==> src/rtl/inst_fetch_pair.sv <==
// inst_fetch_pair: fetch-side writer for the instruction buffer.
// The block keeps the fetch PC and asks the ICache for aligned instruction
// pairs, with one request outstanding at a time. It registers each response
// as one or two {inst, pc} pushes. A flush redirects the PC, and any response
// that was in flight at the time is dropped.
module inst_fetch_pair #(
  parameter logic [31:0] RESET_PC = 32'hBFC0_0000
) (
  input  logic        clk,
  input  logic        resetn,
  input  logic        flush,
  input  logic [31:0] flush_pc,
  input  logic        buffer_full_i,
  output logic        icache_req_o,
  output logic [31:0] icache_addr_o,
  input  logic        icache_addr_ok_i,
  input  logic        icache_data_ok_i,
  input  logic [31:0] icache_rdata1_i,
  input  logic [31:0] icache_rdata2_i,
  output logic [31:0] inst1_o,
  output logic [31:0] inst2_o,
  output logic [31:0] inst1_addr_o,
  output logic [31:0] inst2_addr_o,
  output logic        inst1_valid_o,
  output logic        inst2_valid_o
);

  typedef enum logic [1:0] {
    S_REQ     = 2'd0,
    S_WAIT    = 2'd1,
    S_DISCARD = 2'd2
  } state_t;

  state_t      r_state;
  state_t      w_next_state;

  logic [31:0] r_pc;
  logic [31:0] r_req_pc;
  logic [31:0] r_inst1;
  logic [31:0] r_inst2;
  logic [31:0] r_inst1_addr;
  logic [31:0] r_inst2_addr;
  logic        r_valid1;
  logic        r_valid2;

  logic        w_req;
  logic        w_handshake;
  logic        w_push;
  logic        w_unused_flush_pc_lo;

  // The low bits of the redirect target are ignored because fetch is word aligned.
  assign w_unused_flush_pc_lo = ^flush_pc[1:0];

  assign w_handshake = w_req & icache_addr_ok_i;
  assign w_push      = (r_state == S_WAIT) & icache_data_ok_i & ~flush;

  // State register.
  // NOTE: the reset is synchronous, so it sits inside the clocked block and is tested first.
  always_ff @(posedge clk) begin
    if (!resetn) begin
      r_state <= S_REQ;
    end else begin
      // NOTE: non-blocking updates keep every register sampling pre-edge values.
      r_state <= w_next_state;
    end
  end

  // Next-state logic. Flush takes priority over any handshake or response.
  always_comb begin
    // NOTE: defaulting first means no path leaves the value unassigned, so no latch is inferred.
    w_next_state = r_state;
    unique case (r_state)
      S_REQ:     if (w_handshake)      w_next_state = S_WAIT;
      S_WAIT: begin
        if (icache_data_ok_i)          w_next_state = S_REQ;
        else if (flush)                w_next_state = S_DISCARD;
      end
      S_DISCARD: if (icache_data_ok_i) w_next_state = S_REQ;
      default:                         w_next_state = S_REQ;
    endcase
  end

  // Output logic. A request is issued only in REQ, and flush or a near-full buffer holds it off.
  always_comb begin
    w_req = 1'b0;
    if (r_state == S_REQ) w_req = ~flush & ~buffer_full_i;
  end

  assign icache_req_o  = w_req;
  assign icache_addr_o = {r_pc[31:2], 2'b00};

  // Datapath: the fetch PC, the PC of the outstanding request, and the registered push.
  always_ff @(posedge clk) begin
    if (!resetn) begin
      r_pc         <= RESET_PC;
      r_req_pc     <= 32'd0;
      r_inst1      <= 32'd0;
      r_inst2      <= 32'd0;
      r_inst1_addr <= 32'd0;
      r_inst2_addr <= 32'd0;
      r_valid1     <= 1'b0;
      r_valid2     <= 1'b0;
    end else begin
      if (flush) begin
        r_pc <= {flush_pc[31:2], 2'b00};
      end else if (w_handshake) begin
        r_req_pc <= r_pc;
        // A PC with bit 2 set is the odd word of a pair, so only one word remains in its block.
        r_pc     <= r_pc + (r_pc[2] ? 32'd4 : 32'd8);
      end

      r_valid1 <= w_push;
      r_valid2 <= w_push & ~r_req_pc[2];
      if (w_push) begin
        r_inst1      <= icache_rdata1_i;
        r_inst2      <= icache_rdata2_i;
        r_inst1_addr <= r_req_pc;
        r_inst2_addr <= r_req_pc + 32'd4;
      end
    end
  end

  // A registered push is suppressed in the flush cycle so that it never lands after the redirect.
  assign inst1_o       = r_inst1;
  assign inst2_o       = r_inst2;
  assign inst1_addr_o  = r_inst1_addr;
  assign inst2_addr_o  = r_inst2_addr;
  assign inst1_valid_o = r_valid1 & ~flush;
  assign inst2_valid_o = r_valid2 & ~flush;

endmodule
==> config.mk <==
export PLATFORM = sky130hd
export DESIGN_NAME = inst_fetch_pair
export DESIGN_NICKNAME = d
export VERILOG_FILES = /design/src/rtl/inst_fetch_pair.sv
export SDC_FILE = /design/constraint.sdc
export NUM_CORES = 1
export LEC_CHECK = 0
export ABC_AREA = 1
export BUFFER_PORTS_ARGS = -buffer_cell sky130_fd_sc_hd__buf_2
export CELL_PAD_IN_SITES_DETAIL_PLACEMENT = 2
export CELL_PAD_IN_SITES_GLOBAL_PLACEMENT = 2
export CORE_MARGIN = 5
export CORE_UTILIZATION = 29
export CTS_CLUSTER_DIAMETER = 60
export DETAILED_ROUTE_END_ITERATION = 16
export GPL_TIMING_DRIVEN = 0
export PLACE_DENSITY_LB_ADDON = 0.08
export SLEW_MARGIN = 0
export SYNTH_ARGS = -nofsm -noshare
export SYNTH_HDL_FRONTEND = slang
export SYNTH_SLANG_ARGS = --single-unit
==> constraint.sdc <==
create_clock -name clk -period 4 [get_ports clk]
set_input_delay 0.8 -clock clk [delete_from_list [all_inputs] [get_ports clk]]
set_output_delay 0.8 -clock clk [all_outputs]
set_load 0.03 [all_outputs]
==> flow_metrics.env <==
export IMPL_wire_per_inst_um=19.4
export IMPL_fin_crit_ns=2.80
export IMPL_grt_pass1_wl_um=54700
export IMPL_htree_num_levels=4
export IMPL_yosys_warnings=0
export IMPL_clkSinkCount=188
export IMPL_cts_buffer_depth=2
export IMPL_synth_ff_type="dfxtp_1"
export IMPL_core_sq_um=28500
export IMPL_clkPwrFrac_pct=41.4
export IMPL_start_util_pct=29.2
export IMPL_ys_seq_elements=188
export IMPL_setup_viol=0
export IMPL_synth_mux_area_share_pct=0
export IMPL_holdBufCountCts=0
export IMPL_hpwl_um=28500
export IMPL_slew_viol_final=0
export IMPL_skew_ns=0.0244
export IMPL_crit_type="in2out"
export IMPL_fp_dieW_um=179
export IMPL_post_cts_setup_buffers=0
export IMPL_design_power_total_mw=4.11
export IMPL_viasPerCell=4.84
export IMPL_synth_edf_count=0
export IMPL_avgSynthCellArea_sq_um=7.01
export IMPL_totalWireLength_um=36200
export IMPL_synth_xor_area_share_pct=1.37
export IMPL_dieArea_sq_um=32200
export IMPL_cp_required_ns=3.20
export IMPL_vdd_drop_max_uv=277
export IMPL_stdcell_area_sq_um=10700
export IMPL_synth_top_family_by_area="simple AND/OR/NAND/NOR gates"
export IMPL_nets=1571
export IMPL_port_buffers=255
export IMPL_dp_slack_ns=1.12
export IMPL_synth_compound_area_share_pct=15.5
export IMPL_start_kind="input port"
export IMPL_critical_path_max_fanout=10
export IMPL_min_from="inst2_addr_o[31]"
export IMPL_p_sw_share_pct=29.5
export IMPL_place_area_sq_um=10100
export IMPL_cp_arrival_ns=2.00
export IMPL_synthesis_area_sq_um=8320
export IMPL_combPwrFrac_pct=10.3
export IMPL_cts_buffers=17
export IMPL_synthTopCellsByArea="dfxtp_1 45%, nor2_1 11%, nand2_1 11%"
export IMPL_route_detailed_drc=0
export IMPL_vias=9017
export IMPL_grt_pass1_vias=9779
export IMPL_rsz0062_at_grt="false"
export IMPL_layout_drive_gt1_share_pct=23.1
export IMPL_synth_cell_types=38
export IMPL_die_y_um=179
export IMPL_grt_antenna_before_repair=1
export IMPL_cellPowerDensity_nw_per_um2=385
export IMPL_synthCells=1187
export IMPL_netlist_top_cells_count="248 x nor2_1, 235 x nand2_1, 188 x dfxtp_1"
export IMPL_path_clk_slew_ns=0.07
export IMPL_globalRouteOverflowTotal=0
export IMPL_tightest_slew_ns=0.968
export IMPL_fin_crit_sh_pct=70.1
export IMPL_gr_usage_all_layers_pct=22.1
export IMPL_syn2layout_area_growth_pct=28.1
export IMPL_hp_class="reg2reg"
export IMPL_switchingPower_mw=1.21
export IMPL_drv_cap=0
export IMPL_drtIter0Drc=332
export IMPL_yosys_area_share_simple_pct=29.1
export IMPL_cellLeakagePower_nw=4.72
export IMPL_diodes=0
export IMPL_cts_tree="yes"
export IMPL_num_rows=62
export IMPL_gp_congestion=0.875
export IMPL_seqPwrFrac_pct=48.3
export IMPL_cp_startpoint="flush"
export IMPL_ys_seq_area_share_pct=45.2
export IMPL_cts_root_buf="clkbuf_16"
export IMPL_reg2reg_from="r_pc[2]"
export IMPL_intPower_mw=2.89
export IMPL_cts_resized=0
export IMPL_asyncSetResetFlopFracSynth_pct=0
export IMPL_fmax_mhz=357
export IMPL_dr_pass1_iters=4
export IMPL_yosysTopAreaCellShare_pct=45.2
export IMPL_cp_end_kind="output pin"
export IMPL_postLayoutSetupSlackWorst_ns=1.20
export IMPL_synth_most_common_cell="nor2_1"
export IMPL_run_status="finished clean"
export IMPL_grt_max_degree=19
export IMPL_io_pins=265
export IMPL_tns_ns=0
export IMPL_yosysTopAreaCell="dfxtp_1"
export IMPL_insertion_delay_ns=0.44
export IMPL_final_hold_viol_count=0
export IMPL_ant_nets=0
export IMPL_yosys_area_share_adder_pct=0.451
export IMPL_max_slew_margin_pct=35.5
placed cells by master (no fill, tap or decap), types with 2 or more instances in the layout:
master / Yosys / layout
a211oi_1: 22 / 22
a21oi_1: 75 / 75
a22oi_1: 2 / 2
a31oi_1: 5 / 5
buf_1: 5 / 5
buf_2: 23 / 278
buf_4: 9 / 9
clkbuf_1: 29 / 29
clkbuf_16: 0 / 17
clkinv_4: 0 / 2
conb_1: 1 / 6
dfxtp_1: 188 / 188
ha_1: 3 / 3
inv_1: 94 / 94
inv_2: 5 / 5
inv_6: 0 / 5
inv_8: 0 / 3
nand2_1: 235 / 235
nand2_2: 3 / 3
nand3_1: 47 / 47
nand3_2: 2 / 2
nand3b_1: 6 / 6
nand4_1: 14 / 14
nor2_1: 248 / 248
nor2_2: 2 / 2
nor2_4: 7 / 7
nor3_1: 6 / 6
nor3_4: 2 / 2
o211ai_1: 7 / 7
o21ai_0: 123 / 123
o21bai_1: 2 / 2
xnor2_1: 2 / 2
xor2_1: 11 / 11
sequential cells by signal (all words and copies together), names as in the netlist:
name and count:
inst1_addr_o 30, inst1_o 32, inst2_addr_o 30, inst2_o 32, r_pc 30, r_req_pc 30
r_state 2, r_valid1 1, r_valid2 1
final cells by class:
class	instances	area [sq um]
fillers	3564	17900
multi-input cells	838	3890
flip-flops and latches	188	3760
repair buffers	255	1280
well taps	384	480
clock buffers	18	439
inverters	99	372
plain buffers	67	315
clock inverters	13	124
per-stage QoR:
step	std cells	hold slack, ns	utilization (%)
2_1_floorplan	1192	0.463	-
3_3_place_gp	1831	0.456	35.4
3_5_place_dp	1831	0.460	35.4
4_1_cts	1862	0.472	37.3
5_1_grt	1862	0.498	37.3
6_report	1862	0.466	37.3
per-layer routing:
layer	global-route usage, %	vias up	wire length [um]
met2	40.9	200	18300
met1	26.8	4417	15700
met5	0	-	12
met3	3.67	31	1800
li1	-	4367	-
met4	5.14	2	471
logic make-up (layout without fill, tap and decap cells):
group	after synthesis	count (layout)
and+or+nand+nor	577	577
xor gates and xnor gates	13	13
buffers and inverters	166	452
other	1	6
adders and majority gates	3	3
DFF	188	188
AOI/OAI and AO/OA	239	239
power groups by stage:
| stage | clock, mW | combinational (mW) | sequential [mW] |
|---|---|---|---|
| finish | 1.70 | 0.424 | 1.98 |
| global route | 1.81 | 0.469 | 1.99 |
| CTS | 1.74 | 0.432 | 1.98 |
| detailed placement | 0 | 0.429 | 2.03 |
| global placement | 0 | 0.420 | 2.03 |
| floorplan | 0 | 0.187 | 2.07 |
critical path, stage by stage:
cell      delay [ns]
buf_4           0.18
clkbuf_1        0.69
nor2_1          0.11
buf_2           0.22
path summary, 6_finish.rpt:
kind	to	slack [ns]	cells past startpoint
hold reg to reg	inst2_addr_o[31]	0.47	2
setup reg to reg	r_pc[13]	1.88	9
hold / removal	inst2_addr_o[31]	0.47	2
setup / recovery	inst2_valid_o	1.20	4
(Power assumes the default switching activity.)
